**config.mk**
```make
export PLATFORM = sky130hd
export DESIGN_NAME = spi_sclk_gen
export DESIGN_NICKNAME = d
export VERILOG_FILES = /design/src/rtl/spi_pkg.sv /design/src/rtl/spi_half_period_counter.sv /design/src/rtl/spi_sclk_gen.sv
export SDC_FILE = /design/constraint.sdc
export NUM_CORES = 1
export LEC_CHECK = 0
export ABC_AREA = 1
export CORE_ASPECT_RATIO = 1.75
export CORE_MARGIN = 3
export CORE_UTILIZATION = 50
export CTS_BUF_LIST = sky130_fd_sc_hd__clkbuf_2
export CTS_CLUSTER_SIZE = 24
export DETAILED_ROUTE_END_ITERATION = 16
export MAX_ROUTING_LAYER = met4
export PLACE_DENSITY_LB_ADDON = 0.1
export SETUP_SLACK_MARGIN = 0.15
export SLEW_MARGIN = 10
export SYNTH_ARGS = -nofsm -noshare
export SYNTH_HDL_FRONTEND = slang
export SYNTH_HIERARCHICAL = 1
export SYNTH_SLANG_ARGS = --single-unit
```
**constraint.sdc**
```tcl
create_clock -name clk -period 5.3 [get_ports clk]
set_input_delay 1.325 -clock clk [delete_from_list [all_inputs] [get_ports clk]]
set_output_delay 1.325 -clock clk [all_outputs]
set_load 0.05 [all_outputs]
```
**src/rtl/spi_pkg.sv**
```systemverilog
// -----------------------------------------------------------------------------
// spi_pkg
// Shared definitions for the SPI serial-clock engine (nRF24L01 link, DE10-Lite).
//   - spi_state_e      : burst engine state (IDLE, RUN, TAIL)
//   - SPI_MODE0..3     : SPI modes encoded as {cpol, cpha}
//   - SPI_CNT_W_DEF    : default half-period counter width
//   - SPI_BITS_W_DEF   : default bit-count width
//   - SPI_SYS_CLK_HZ   : system clock frequency (50 MHz)
//   - spi_half_div_for : smallest half_div whose SCLK does not exceed target_hz
//                        (10 MHz -> 3; half_div=2 would give 12.5 MHz)
// -----------------------------------------------------------------------------
package spi_pkg;

    typedef enum logic [1:0] {
        IDLE = 2'd0,
        RUN  = 2'd1,
        TAIL = 2'd2
    } spi_state_e;

    localparam logic [1:0] SPI_MODE0 = 2'b00;
    localparam logic [1:0] SPI_MODE1 = 2'b01;
    localparam logic [1:0] SPI_MODE2 = 2'b10;
    localparam logic [1:0] SPI_MODE3 = 2'b11;

    localparam int SPI_CNT_W_DEF  = 8;
    localparam int SPI_BITS_W_DEF = 6;

    localparam int SPI_SYS_CLK_HZ = 50_000_000;

    // Rounds up so the generated SCLK never exceeds the target frequency.
    function automatic int spi_half_div_for(input int target_hz);
        return (SPI_SYS_CLK_HZ + 2 * target_hz - 1) / (2 * target_hz);
    endfunction

endpackage

```
**src/rtl/spi_half_period_counter.sv**
```systemverilog
// -----------------------------------------------------------------------------
// spi_half_period_counter
// Reloadable up-counter timing one SCLK half-period. Counts 0..last and
// reloads to 0 on terminal count.
// Ports:
//   clk, reset : system clock, asynchronous active-high reset
//   clr        : synchronous load to 0 (held while the engine is idle)
//   en         : count enable
//   last       : terminal value (half-period length minus one)
//   tc         : terminal count, high while enabled and count == last
// -----------------------------------------------------------------------------
module spi_half_period_counter #(
    parameter int CNT_W = 8
) (
    input  logic             clk,
    input  logic             reset,
    input  logic             clr,
    input  logic             en,
    input  logic [CNT_W-1:0] last,
    output logic             tc
);

    localparam logic [CNT_W-1:0] CNT_ONE = {{(CNT_W-1){1'b0}}, 1'b1};

    logic [CNT_W-1:0] cnt_q;
    logic [CNT_W-1:0] cnt_d;

    assign tc = en && (cnt_q == last);

    always_comb begin
        cnt_d = cnt_q;
        if (clr || tc) begin
            cnt_d = '0;
        end else if (en) begin
            cnt_d = cnt_q + CNT_ONE;
        end
    end

    always_ff @(posedge clk or posedge reset) begin
        if (reset) begin
            cnt_q <= '0;
        end else begin
            cnt_q <= cnt_d;
        end
    end

endmodule

```
**src/rtl/spi_sclk_gen.sv**
```systemverilog
// -----------------------------------------------------------------------------
// spi_sclk_gen
// SPI serial-clock engine: generates SCLK with programmable half-period and
// CPOL/CPHA mode for nbits clock cycles per burst, with one-cycle shift/sample
// strobes and a start/busy/done handshake. All outputs are registered.
// Optional feature macro: SPI_SCLK_ABORT_EN adds the abort input, which ends
// a running burst at the next clock edge with a done pulse.
// Ports:
//   clk, reset  : 50 MHz system clock, asynchronous active-high reset
//   start       : burst request, sampled only in IDLE
//   half_div    : SCLK half-period in clk cycles (0 behaves as 1)
//   nbits       : SCLK cycles per burst
//   cpol, cpha  : SPI mode
//   abort       : (SPI_SCLK_ABORT_EN only) terminate the running burst
//   sclk        : serial clock
//   shift_stb   : drive next MOSI bit
//   sample_stb  : capture MISO
//   busy, done  : burst in progress / one-cycle end-of-burst pulse
// -----------------------------------------------------------------------------
module spi_sclk_gen
    import spi_pkg::*;
#(
    parameter int CNT_W  = SPI_CNT_W_DEF,
    parameter int BITS_W = SPI_BITS_W_DEF
) (
    input  logic              clk,
    input  logic              reset,
    input  logic              start,
    input  logic [CNT_W-1:0]  half_div,
    input  logic [BITS_W-1:0] nbits,
    input  logic              cpol,
    input  logic              cpha,
`ifdef SPI_SCLK_ABORT_EN
    input  logic              abort,
`endif
    output logic              sclk,
    output logic              shift_stb,
    output logic              sample_stb,
    output logic              busy,
    output logic              done
);

    localparam logic [CNT_W-1:0] CNT_ONE  = {{(CNT_W-1){1'b0}}, 1'b1};
    localparam logic [BITS_W:0]  EDGE_ONE = {{BITS_W{1'b0}}, 1'b1};

    spi_state_e        state_q, state_d;
    logic [CNT_W-1:0]  h_last_q, h_last_d;
    logic [BITS_W-1:0] n_q, n_d;
    logic              cpol_q, cpol_d;
    logic              cpha_q, cpha_d;
    logic [BITS_W:0]   edge_q, edge_d;
    logic              sclk_q, sclk_d;
    logic              shift_q, shift_d;
    logic              sample_q, sample_d;
    logic              busy_q, busy_d;
    logic              done_q, done_d;

    logic              half_tc;
    logic [BITS_W:0]   edge_nxt;
    logic [BITS_W:0]   last_edge;
    logic              leading;

    spi_half_period_counter #(
        .CNT_W (CNT_W)
    ) u_half_cnt (
        .clk   (clk),
        .reset (reset),
        .clr   (state_q == IDLE),
        .en    (state_q != IDLE),
        .last  (h_last_q),
        .tc    (half_tc)
    );

    always_comb begin
        state_d   = state_q;
        h_last_d  = h_last_q;
        n_d       = n_q;
        cpol_d    = cpol_q;
        cpha_d    = cpha_q;
        edge_d    = edge_q;
        sclk_d    = sclk_q;
        shift_d   = 1'b0;
        sample_d  = 1'b0;
        busy_d    = busy_q;
        done_d    = 1'b0;
        // Number of the edge about to occur; odd numbers are leading edges.
        edge_nxt  = edge_q + EDGE_ONE;
        last_edge = {n_q, 1'b0};
        leading   = edge_nxt[0];

        case (state_q)
            IDLE: begin
                sclk_d = cpol;
                busy_d = 1'b0;
                if (start) begin
                    h_last_d = (half_div == '0) ? '0 : (half_div - CNT_ONE);
                    n_d      = nbits;
                    cpol_d   = cpol;
                    cpha_d   = cpha;
                    edge_d   = '0;
                    busy_d   = 1'b1;
                    state_d  = RUN;
                end
            end
            RUN: begin
                if (n_q == '0) begin
                    // Empty burst finishes one cycle after acceptance.
                    done_d  = 1'b1;
                    busy_d  = 1'b0;
                    state_d = IDLE;
                end else if (half_tc) begin
                    sclk_d = ~sclk_q;
                    edge_d = edge_nxt;
                    if (cpha_q) begin
                        shift_d  = leading;
                        sample_d = ~leading;
                    end else begin
                        sample_d = leading;
                        // No further bit to drive after the final trailing edge.
                        shift_d  = ~leading && (edge_nxt != last_edge);
                    end
                    if (edge_nxt == last_edge) begin
                        state_d = TAIL;
                    end
                end
            end
            TAIL: begin
                if (half_tc) begin
                    done_d  = 1'b1;
                    busy_d  = 1'b0;
                    state_d = IDLE;
                end
            end
            default: begin
                state_d = IDLE;
            end
        endcase

`ifdef SPI_SCLK_ABORT_EN
        // Abort wins over any edge due in the same cycle.
        if (abort && (state_q != IDLE)) begin
            sclk_d   = cpol_q;
            shift_d  = 1'b0;
            sample_d = 1'b0;
            done_d   = 1'b1;
            busy_d   = 1'b0;
            state_d  = IDLE;
        end
`endif
    end

    always_ff @(posedge clk or posedge reset) begin
        if (reset) begin
            state_q  <= IDLE;
            h_last_q <= '0;
            n_q      <= '0;
            cpol_q   <= 1'b0;
            cpha_q   <= 1'b0;
            edge_q   <= '0;
            sclk_q   <= 1'b0;
            shift_q  <= 1'b0;
            sample_q <= 1'b0;
            busy_q   <= 1'b0;
            done_q   <= 1'b0;
        end else begin
            state_q  <= state_d;
            h_last_q <= h_last_d;
            n_q      <= n_d;
            cpol_q   <= cpol_d;
            cpha_q   <= cpha_d;
            edge_q   <= edge_d;
            sclk_q   <= sclk_d;
            shift_q  <= shift_d;
            sample_q <= sample_d;
            busy_q   <= busy_d;
            done_q   <= done_d;
        end
    end

    assign sclk       = sclk_q;
    assign shift_stb  = shift_q;
    assign sample_stb = sample_q;
    assign busy       = busy_q;
    assign done       = done_q;

endmodule

```
== Word-level counts from Yosys, hierarchy flattened ==
Cells that the tools add are included.
Cells by class
  add/sub/neg operators: 3
  multipliers: 0
  divide/modulo/power cells: 0
  magnitude comparators: 0
  equal/unequal tests: 12
  shifts and indexed selects: 0
  muxes and demuxes: 31
  bitwise logic cells: 2
  reduce and logical (&&, ||, !) cells: 15
Operators by type and width (number)
  two-way mux 8 bit: 3
  two-way mux 7 bit: 3
  two-way mux 1 bit: 15
  one-hot mux 7 bit (2 select lines): 1
  two-way mux 2 bit: 5
  adder 8 x 1 -> 8 bit, second input constant: 1
  equality test 8 bit: 1
  logical NOT 8 bit: 1
  AND reduction 4 bit: 2
  subtractor 8 x 1 -> 8 bit, second input constant: 1
  adder 7 x 1 -> 7 bit, second input constant: 1
  equality test 7 bit: 1
  != test 7 bit: 1
  logical NOT 6 bit: 1
  != test 2 bit, second input constant: 3
  one-hot mux 2 bit (3 select lines): 1
  AND reduction 3 bit: 2
  nonzero test 2 bit: 3
  != test 2 x 1 -> 1 bit, second input constant: 2
  one-hot mux 1 bit (2 select lines): 2
  != test 3 x 2 -> 1 bit, second input constant: 1
  != test 3 bit, second input constant: 1
  one-hot mux 1 bit (3 select lines): 1
  nonzero test 3 bit: 1
  7 further kinds: 9
Storage, ports and cells
  register bits after elaboration: 37
  bits in latches: 0
  RAM bits: 0
  bits in read-only memories: 0
  bits of input ports: 19
  output and inout bits: 5
  word-level logic and storage cells: 74
  memories: 0

== Longest topological paths before layout ==
Gate-level depths: netlist of run 1.
  depth in word-level cells: 7
  depth in mapped cells: 14
  gate-level depth less buffers: 13

== By module ==
Netlist of run 1, hierarchy kept.
Modules (own cells, without submodules)
  spi_sclk_gen: instances 1, cells an instance 209, area each 1604.0 um2, sequential area each 725.7 um2
  spi_half_period_counter: instances 1, cells an instance 96, area each 631.9 um2, sequential area each 200.2 um2

== Worst setup path after synthesis of run 1 ==
No wires, ideal clock.
  path type: in2reg
  from: input port half_div[0]
  to: register h_last_q[0]
  setup time: 146 ps
  data arrival time: 2292 ps
  data required time: 5154 ps
  path slack: 2862 ps
  stages on the path: 5
  buffers on the path: 0
  path through: inv_1 -> ha_1 -> nand3_1 -> o31ai_1 -> o21ai_0
Between the ends
  cells in the longest elaborated chain, start to end: 2
  elaborated cells on any way between the ends: 3
  those cells by class: add/sub: 1; mux: 1; reduce/logical: 1
RTL lines
  from (decl): line spi_sclk_gen.sv:29  | input logic [CNT_W-1:0] half_div,
  subtractor 8 x 1 -> 8 bit or logical NOT 8 bit (tied branches): line spi_sclk_gen.sv:96  | h_last_d = (half_div == '0) ? '0 : (half_div - CNT_ONE);
  two-way mux 8 bit *: line spi_sclk_gen.sv:96
  to (signal assigned): line spi_sclk_gen.sv:167  | h_last_q <= h_last_d;
  to (decl): line spi_sclk_gen.sv:47  | logic [CNT_W-1:0] h_last_q, h_last_d;
Every way passes the cells marked *; elsewhere a longest branch is shown, timed or not.
A chain may end at the register's enable or synchronous reset.

== Worst setup path in the final report of run 1 ==
  from: register busy_q, in the netlist busy
  to: output port busy
RTL lines
  from (decl): line spi_sclk_gen.sv:55  | logic busy_q, busy_d;
  from (signal assigned): line spi_sclk_gen.sv:175  | busy_q <= busy_d;
  to (decl): line spi_sclk_gen.sv:39  | output logic busy,
No word-level cell between the ends.

==> run_summary.xml, run 1 <==
<?xml version="1.0" encoding="UTF-8"?>
<metrics>
  <group name="power_and_ir_drop">
    <metric name="netSwitchingFraction" unit="">0.458</metric>
    <metric name="pwr-share-seq" unit="">0.417</metric>
    <metric name="switching_power" unit="W">0.000478</metric>
    <metric name="power.internal" unit="W">0.000566</metric>
    <metric name="power.static_leakage" unit="nW">1.22</metric>
    <metric name="power.combinational.fraction" unit="">0.458</metric>
    <metric name="peakVddDrop" unit="mV">0.304</metric>
    <metric name="share_clk_of_total_power" unit="">0.125</metric>
    <metric name="power_density" unit="nW/um^2">408</metric>
  </group>
  <group name="global_route">
    <metric name="number_of_antenna_violations_at_the_first_check_in_global_routing" unit="">0</metric>
    <metric name="globalRoute.totalOverflow" unit="">0</metric>
    <metric name="total_routing_usage_reported_by_global_routing" unit="">0.208</metric>
    <metric name="number_of_global_route_vias_before_repair" unit="">1965</metric>
    <metric name="grt_start_max_net_pins" unit="">30</metric>
    <metric name="grt_first_pass_wirelength" unit="um">8460</metric>
  </group>
  <group name="floorplan">
    <metric name="effective_utilization_at_floorplan" unit="">0.529</metric>
    <metric name="floorplan.die.height" unit="um">94.5</metric>
    <metric name="num_io_pins" unit="">24</metric>
    <metric name="placementRows" unit="">31</metric>
    <metric name="die_area" unit="um^2">5340</metric>
    <metric name="die_width" unit="um">56.6</metric>
    <metric name="design.core.area" unit="um^2">4230</metric>
  </group>
  <group name="clock_tree">
    <metric name="cts.hold.buffers_added" unit="">0</metric>
    <metric name="clk_slew_on_worst_s_h_paths" unit="ns">0.19</metric>
    <metric name="clkLatencyLatePin" unit="ns">0.38</metric>
    <metric name="tritoncts.num_buffers" unit="">5</metric>
    <metric name="total_of_cells_resized_after_clock_tree_synthesis" unit="">0</metric>
    <metric name="clock_path_buffers" unit="">2</metric>
    <metric name="cts.htree.levels" unit="">2</metric>
    <metric name="cts_root_buffer" unit="">sky130_fd_sc_hd__clkbuf_2</metric>
    <metric name="cts_tree" unit="">yes</metric>
    <metric name="clkSinkCount" unit="">37</metric>
    <metric name="cts_setup_buffers" unit="">0</metric>
  </group>
  <group name="sta">
    <metric name="max_slew.worst_pin.slew" unit="ns">0.743</metric>
    <metric name="max_clock_freq" unit="MHz">344</metric>
    <metric name="max_slew_headroom_at_the_worst_pin" unit="">0.501</metric>
    <metric name="final_clock_period_utilization_by_the_worst_path" unit="">0.549</metric>
    <metric name="timing_max_transition_violations_final" unit="">0</metric>
    <metric name="final_period_minus_worst_setup_slack" unit="ns">2.91</metric>
    <metric name="finalClockSkew" unit="ns">0.0158</metric>
    <metric name="post_route_setup_tns" unit="ns">0</metric>
    <metric name="grt_setup_unrepaired" unit="">false</metric>
    <metric name="finalHoldViolations" unit="">0</metric>
    <metric name="timing.final.setup_violations" unit="">0</metric>
  </group>
  <group name="detailed_routing">
    <metric name="wire_length_reported_by_the_detailed_router" unit="um">4980</metric>
    <metric name="antenna_left" unit="">0</metric>
    <metric name="drt-pass1-iter-count" unit="">4</metric>
    <metric name="drt_iter0_drc" unit="">59</metric>
    <metric name="drc_viols" unit="">0</metric>
    <metric name="detailroute.via_count" unit="">1965</metric>
    <metric name="routed_via_density" unit="">5.12</metric>
    <metric name="routed_wire_length_per_instance" unit="um">13.0</metric>
  </group>
  <group name="cells_and_area">
    <metric name="layout.area.seq" unit="um^2">926</metric>
    <metric name="layout_commonest_cell" unit="">sky130_fd_sc_hd__nand2_1</metric>
    <metric name="multi_input_comb_area" unit="um^2">1110</metric>
    <metric name="layout_area_growth_over_synthesis" unit="%">14.5</metric>
    <metric name="num-nets-final" unit="">359</metric>
    <metric name="postLayoutCellArea" unit="um^2">2560</metric>
    <metric name="most-common-layout-cells" unit="">sky130_fd_sc_hd__nand2_1, sky130_fd_sc_hd__inv_1, sky130_fd_sc_hd__dfrtp_1, sky130_fd_sc_hd__nor2_1, sky130_fd_sc_hd__nand3_1</metric>
    <metric name="fillers" unit="">414</metric>
    <metric name="drive_gt1_frac" unit="">0.0746</metric>
    <metric name="antenna-diode-count" unit="">0</metric>
  </group>
  <group name="yosys">
    <metric name="synthDominantCellAreaShare" unit="">0.414</metric>
    <metric name="post_syn_nets" unit="">330</metric>
    <metric name="synth.distinct_cells" unit="">27</metric>
    <metric name="yosysSeqAreaShare" unit="">0.414</metric>
    <metric name="cells_after_synth" unit="">305</metric>
    <metric name="synth.yosys.warnings" unit="">6</metric>
    <metric name="yosys-top-cells-area" unit="">sky130_fd_sc_hd__dfrtp_1, sky130_fd_sc_hd__nand2_1, sky130_fd_sc_hd__inv_1</metric>
    <metric name="ys_seq_elements" unit="">37</metric>
    <metric name="synth_top_cell_by_area" unit="">sky130_fd_sc_hd__dfrtp_1</metric>
    <metric name="synth.cell_area" unit="um^2">2240</metric>
    <metric name="synth_area_per_cell" unit="um^2">7.33</metric>
  </group>
  <group name="setup_path">
    <metric name="crit_chain" unit="">clkdlybuf4s50_1</metric>
    <metric name="crit_path_start_kind" unit="">flip-flop</metric>
    <metric name="path_buf_inv" unit="">1</metric>
    <metric name="critical_path_arrival" unit="ns">1.58</metric>
    <metric name="worstSetupPathType" unit="">reg -&gt; out</metric>
    <metric name="crit_end_element" unit="">output pin</metric>
    <metric name="cp_max_fo" unit="">2</metric>
    <metric name="crit_path_max_incr_delay" unit="ns">0.81</metric>
    <metric name="cp.required" unit="ns">3.97</metric>
    <metric name="cpLargestDelayFamily" unit="">buffers and inverters</metric>
    <metric name="crit_slowest_cell" unit="">sky130_fd_sc_hd__clkdlybuf4s50_1</metric>
  </group>
  <group name="placed_design">
    <metric name="placed_cell_area" unit="um^2">2520</metric>
    <metric name="gp_congestion" unit="">0.887</metric>
    <metric name="dp_hpwl" unit="um">4050</metric>
    <metric name="port_buffers" unit="">23</metric>
  </group>
  <group name="run">
    <metric name="maxCapViolCount" unit="">0</metric>
  </group>
  <group name="worst_hold_path">
    <metric name="holdCritPathClass" unit="">reg -&gt; reg</metric>
  </group>
  <group name="run_status">
    <metric name="run_status" unit="">finished, final reports clean</metric>
  </group>
</metrics>
[cell type report]
type                    count  area share
clock buffers               8      0.0156
inverters                  49      0.0718
flip-flops and latches     37       0.362
repair buffers             24      0.0929
multi-input cells         217       0.434
well taps                  49      0.0239
[power groups by stage]
stage          Clock [W]  Sequential [W]  Combinational (W)
6_report        0.000131        0.000435           0.000478
2_1_floorplan          0        0.000446           0.000343
5_1_grt         0.000146        0.000447           0.000551
4_1_cts         0.000136        0.000435           0.000483
3_3_place_gp           0        0.000441           0.000474
3_5_place_dp           0        0.000442           0.000481
[kinds of logic (layout without fill, tap and decap cells)]
logic type                 count (synthesis)  count (layout)  share of synthesized area
AOI/OAI and AO/OA                         39              39                     0.0957
xor gates and xnor gates                  15              15                     0.0588
adders and majority gates                  6               6                     0.0336
buffers and inverters                     51              81                     0.0890
DFF                                       37              37                      0.414
muxes                                      1               1                    0.00504
and+or+nand+nor                          156             156                      0.304
[layer usage]
layer | up-vias | global-route usage | part of all wire
li1 | 1028 | - | -
met1 | 894 | 0.210 | 0.39
met2 | 27 | 0.380 | 0.56
met3 | 16 | 0.0315 | 0.021
met4 | 0 | 0.103 | 0.036
met5 | - | - | 0
[through the flow]
stage / hold slack, ns / total power [W] / util / setup slack, ns / cells
6_report: 0.529 / 0.00104 / 0.606 / 2.39 / 384
5_1_grt: 0.555 / 0.00114 / 0.606 / 2.23 / 384
4_1_cts: 0.533 / 0.00105 / 0.606 / 2.36 / 384
3_5_place_dp: 0.493 / 0.000922 / 0.596 / 2.06 / 376
3_3_place_gp: 0.492 / 0.000915 / 0.596 / 2.18 / 376
2_1_floorplan: 0.468 / 0.000789 / - / 2.86 / 305
[flip-flops by register name, indices dropped and copies added, names as in the netlist, 2 cells and up]
signal            count
state_q               2
h_last_q              8
edge_q                7
u_half_cnt/cnt_q      8
n_q                   6
[cell usage after synthesis (all sizes together)]
cell,instances
nor3,4
nor2,34
o31ai,1
dfrtp,37
a21oi,9
mux2,1
o22ai,6
clkbuf,1
a31oi,1
inv,49
nand3b,1
buf,1
o21ai,22
xnor2,5
and3,1
nand3,24
xor2,10
nand2,84
ha,6
nand4,8
[path summary, 6_finish.rpt]
| check | cells after the start | slack (ns) | end | start |
|---|---|---|---|---|
| worst min-delay path | 2 | 0.53 | cpha_q$_DFFE_PP0P_ | cpha_q$_DFFE_PP0P_ |
| min in group asynchronous | 2 | 1.19 | u_half_cnt/cnt_q[6]$_DFFE_PP0P_ | reset |
| worst min register to register | 2 | 0.53 | cpha_q$_DFFE_PP0P_ | cpha_q$_DFFE_PP0P_ |
| worst max-delay path | 1 | 2.39 | busy | busy$_DFFE_PP0P_ |
| max in group asynchronous | 3 | 3.71 | h_last_q[6]$_DFFE_PP0P_ | reset |
| worst max register to register | 13 | 2.61 | edge_q[1]$_DFFE_PP0P_ | state_q[0]$_DFFE_PP0P_ |
[worst min-delay path: stages (launching register included)]
cell                      delay [ns]
sky130_fd_sc_hd__dfrtp_1        0.40
sky130_fd_sc_hd__nand2_1        0.06
sky130_fd_sc_hd__nand2_1        0.05
No activity file was read; power rests on OpenSTA's default activity.
==> inputs of run 2 (changes only) <==
==> constraint.sdc (replaced) <==
create_clock -name clk -period 2.35 [get_ports clk]
set_input_delay 0.5875 -clock clk [delete_from_list [all_inputs] [get_ports clk]]
set_output_delay 0.5875 -clock clk [all_outputs]
set_load 0.05 [all_outputs]
==> run_summary.xml, run 2 (synthesis gave the netlist of run 1 again) <==
<?xml version="1.0" encoding="UTF-8"?>
<metrics>
  <group name="clock_tree">
    <metric name="clk_slew_on_worst_s_h_paths" unit="ns">0.19</metric>
    <metric name="cts_tree" unit="">yes</metric>
    <metric name="cts_root_buffer" unit="">sky130_fd_sc_hd__clkbuf_2</metric>
    <metric name="clock_path_buffers" unit="">2</metric>
    <metric name="clkLatencyLatePin" unit="ns">0.38</metric>
    <metric name="cts.htree.levels" unit="">2</metric>
    <metric name="clkSinkCount" unit="">37</metric>
    <metric name="cts.hold.buffers_added" unit="">0</metric>
    <metric name="tritoncts.num_buffers" unit="">5</metric>
  </group>
  <group name="worst_hold_path">
    <metric name="holdCritPathClass" unit="">in -&gt; async</metric>
  </group>
  <group name="cells_and_area">
    <metric name="most-common-layout-cells" unit="">sky130_fd_sc_hd__nand2_1, sky130_fd_sc_hd__inv_1, sky130_fd_sc_hd__dfrtp_1, sky130_fd_sc_hd__nor2_1, sky130_fd_sc_hd__nand3_1</metric>
    <metric name="layout_area_growth_over_synthesis" unit="%">17.3</metric>
    <metric name="antenna-diode-count" unit="">0</metric>
    <metric name="layout_commonest_cell" unit="">sky130_fd_sc_hd__nand2_1</metric>
    <metric name="num-nets-final" unit="">365</metric>
    <metric name="drive_gt1_frac" unit="">0.106</metric>
    <metric name="biggestRegsByFlops" unit="">h_last_q (8), u_half_cnt/cnt_q (8), edge_q (7)</metric>
  </group>
  <group name="sta">
    <metric name="finalClockSkew" unit="ns">0.0176</metric>
    <metric name="final_clock_period_utilization_by_the_worst_path" unit="">0.911</metric>
    <metric name="max_clock_freq" unit="MHz">467</metric>
    <metric name="timing_max_transition_violations_final" unit="">0</metric>
    <metric name="post_route_setup_tns" unit="ns">0</metric>
    <metric name="final_period_minus_worst_setup_slack" unit="ns">2.14</metric>
    <metric name="max_slew_headroom_at_the_worst_pin" unit="">0.652</metric>
    <metric name="grt_setup_unrepaired" unit="">true</metric>
    <metric name="finalHoldViolations" unit="">0</metric>
    <metric name="timing.final.setup_violations" unit="">0</metric>
    <metric name="max_slew.worst_pin.slew" unit="ns">0.520</metric>
  </group>
  <group name="setup_path">
    <metric name="crit_end_element" unit="">output pin</metric>
    <metric name="critical_path_arrival" unit="ns">1.55</metric>
    <metric name="path_buf_inv" unit="">1</metric>
    <metric name="crit_path_start_kind" unit="">flip-flop</metric>
    <metric name="timing.rr.end" unit="">edge_q[3]$_DFFE_PP0P_</metric>
    <metric name="timing_startpoint_of_the_critical_path" unit="">shift_stb$_DFF_PP0_</metric>
    <metric name="cp_max_fo" unit="">1</metric>
    <metric name="crit_chain" unit="">clkdlybuf4s50_1</metric>
    <metric name="crit_slowest_cell" unit="">sky130_fd_sc_hd__clkdlybuf4s50_1</metric>
    <metric name="cpLargestDelayFamily" unit="">buffers and inverters</metric>
    <metric name="regToRegStartpoint" unit="">state_q[0]$_DFFE_PP0P_</metric>
    <metric name="timing.critical_path.depth" unit="">1</metric>
    <metric name="worstSetupPathType" unit="">reg -&gt; out</metric>
    <metric name="crit_path_max_incr_delay" unit="ns">0.80</metric>
    <metric name="r2r_setup_slack" unit="ns">0.35</metric>
    <metric name="crit_end" unit="">shift_stb</metric>
    <metric name="cp.required" unit="ns">1.76</metric>
    <metric name="r2r_cells" unit="">13</metric>
  </group>
  <group name="floorplan">
    <metric name="design.core.area" unit="um^2">4230</metric>
    <metric name="effective_utilization_at_floorplan" unit="">0.529</metric>
    <metric name="die_area" unit="um^2">5340</metric>
    <metric name="die_width" unit="um">56.6</metric>
    <metric name="num_io_pins" unit="">24</metric>
    <metric name="placementRows" unit="">31</metric>
    <metric name="floorplan.die.height" unit="um">94.5</metric>
  </group>
  <group name="detailed_routing">
    <metric name="routed_wire_length_per_instance" unit="um">13.2</metric>
    <metric name="wire_length_reported_by_the_detailed_router" unit="um">5160</metric>
    <metric name="drt_iter0_drc" unit="">81</metric>
    <metric name="detailroute.via_count" unit="">2057</metric>
    <metric name="antenna_left" unit="">0</metric>
    <metric name="drt-pass1-iter-count" unit="">4</metric>
    <metric name="drc_viols" unit="">0</metric>
    <metric name="routed_via_density" unit="">5.27</metric>
  </group>
  <group name="placed_design">
    <metric name="port_buffers" unit="">23</metric>
    <metric name="gp_congestion" unit="">0.932</metric>
    <metric name="dp_hpwl" unit="um">4100</metric>
  </group>
  <group name="run_status">
    <metric name="run_status" unit="">finished, final reports clean</metric>
  </group>
  <group name="power_and_ir_drop">
    <metric name="power.static_leakage" unit="nW">1.28</metric>
    <metric name="post-layout-total-power" unit="W">0.00243</metric>
    <metric name="power_density" unit="nW/um^2">925</metric>
    <metric name="peakVddDrop" unit="mV">0.660</metric>
  </group>
  <group name="global_route">
    <metric name="number_of_antenna_violations_at_the_first_check_in_global_routing" unit="">0</metric>
    <metric name="number_of_global_route_vias_before_repair" unit="">2061</metric>
    <metric name="grt_start_max_net_pins" unit="">30</metric>
    <metric name="globalRoute.totalOverflow" unit="">0</metric>
    <metric name="total_routing_usage_reported_by_global_routing" unit="">0.217</metric>
    <metric name="grt_first_pass_wirelength" unit="um">8860</metric>
  </group>
  <group name="run">
    <metric name="maxCapViolCount" unit="">0</metric>
  </group>
</metrics>
[run 2: cell count changes in the layout (fill, tap and decap cells not counted), moves of 2 or more]
cell | before | now
sky130_fd_sc_hd__buf_4 | 1 | 7
sky130_fd_sc_hd__clkbuf_2 | 8 | 6
sky130_fd_sc_hd__clkdlybuf4s50_1 | 23 | 20
sky130_fd_sc_hd__clkinv_2 | 0 | 2
sky130_fd_sc_hd__dfrtp_1 | 37 | 35
sky130_fd_sc_hd__dfrtp_2 | 0 | 2
sky130_fd_sc_hd__dlymetal6s2s_1 | 0 | 2
[run 2: routing by layer]
layer,track usage,vias to the layer above,share of wire
met3,0.0287,21,0.026
li1,-,1045,-
met5,-,-,0
met2,0.408,41,0.57
met1,0.200,950,0.35
met4,0.135,0,0.047
[run 2: worst reg2reg max path, stage by stage (launching register included)]
cell,delay (ns)
sky130_fd_sc_hd__dfrtp_1,0.40
sky130_fd_sc_hd__inv_1,0.08
sky130_fd_sc_hd__ha_2,0.22
sky130_fd_sc_hd__inv_1,0.09
sky130_fd_sc_hd__inv_2,0.05
sky130_fd_sc_hd__a21oi_1,0.13
sky130_fd_sc_hd__nand3b_1,0.14
sky130_fd_sc_hd__nor2_4,0.15
sky130_fd_sc_hd__nor2_1,0.08
sky130_fd_sc_hd__nor2_1,0.11
sky130_fd_sc_hd__nand2_2,0.10
sky130_fd_sc_hd__nor2_4,0.09
sky130_fd_sc_hd__nand2_1,0.15
sky130_fd_sc_hd__o22ai_1,0.16
[run 2: cell type report]
type,count,area [um^2]
repair buffers,30,287
inverters,49,184
fillers,405,1600
clock buffers,6,30.0
multi-input cells,217,1120
well taps,49,61.3
flip-flops and latches,37,928
clock inverters,2,10.0
[run 2: worst min path at each step]
| stage | cells after the start | slack [ns] | from | to |
|---|---|---|---|---|
| after detailed placement | 2 | 0.50 | cpha_q$_DFFE_PP0P_ | cpha_q$_DFFE_PP0P_ |
| after global placement | 2 | 0.50 | cpha_q$_DFFE_PP0P_ | cpha_q$_DFFE_PP0P_ |
| after CTS | 2 | 0.42 | reset | u_half_cnt/cnt_q[0]$_DFFE_PP0P_ |
| after floorplan | 1 | 0.40 | reset | u_half_cnt/cnt_q[0]$_DFFE_PP0P_ |
| final | 2 | 0.44 | reset | u_half_cnt/cnt_q[0]$_DFFE_PP0P_ |
| after global routing | 2 | 0.44 | reset | u_half_cnt/cnt_q[2]$_DFFE_PP0P_ |
[run 2: repair_timing]
action                     4_1_cts  5_1_grt
cloned                           0        0
pin swaps                        0        1
resized for setup                2        8
setup buffers                    0        2
setup endpoints to repair        2       12
[run 2: through the flow]
step	util	instances	worst slack, ns	hold WS [ns]	area (um^2)
floorplan	-	305	0.216	0.403	2240
global placement	0.603	380	0.250	0.501	2550
detailed placement	0.603	380	0.165	0.501	2550
CTS	0.613	388	0.155	0.420	2590
global route	0.621	390	0.117	0.440	2620
finish	0.621	390	0.210	0.437	2620
[run 2: power breakdown]
group          total [W]  leakage [nW]  internal [W]  switching (W)
Clock           0.000282        0.0327     0.0000748       0.000207
Sequential      0.000986         0.481      0.000810       0.000176
Combinational    0.00116         0.766      0.000428       0.000730
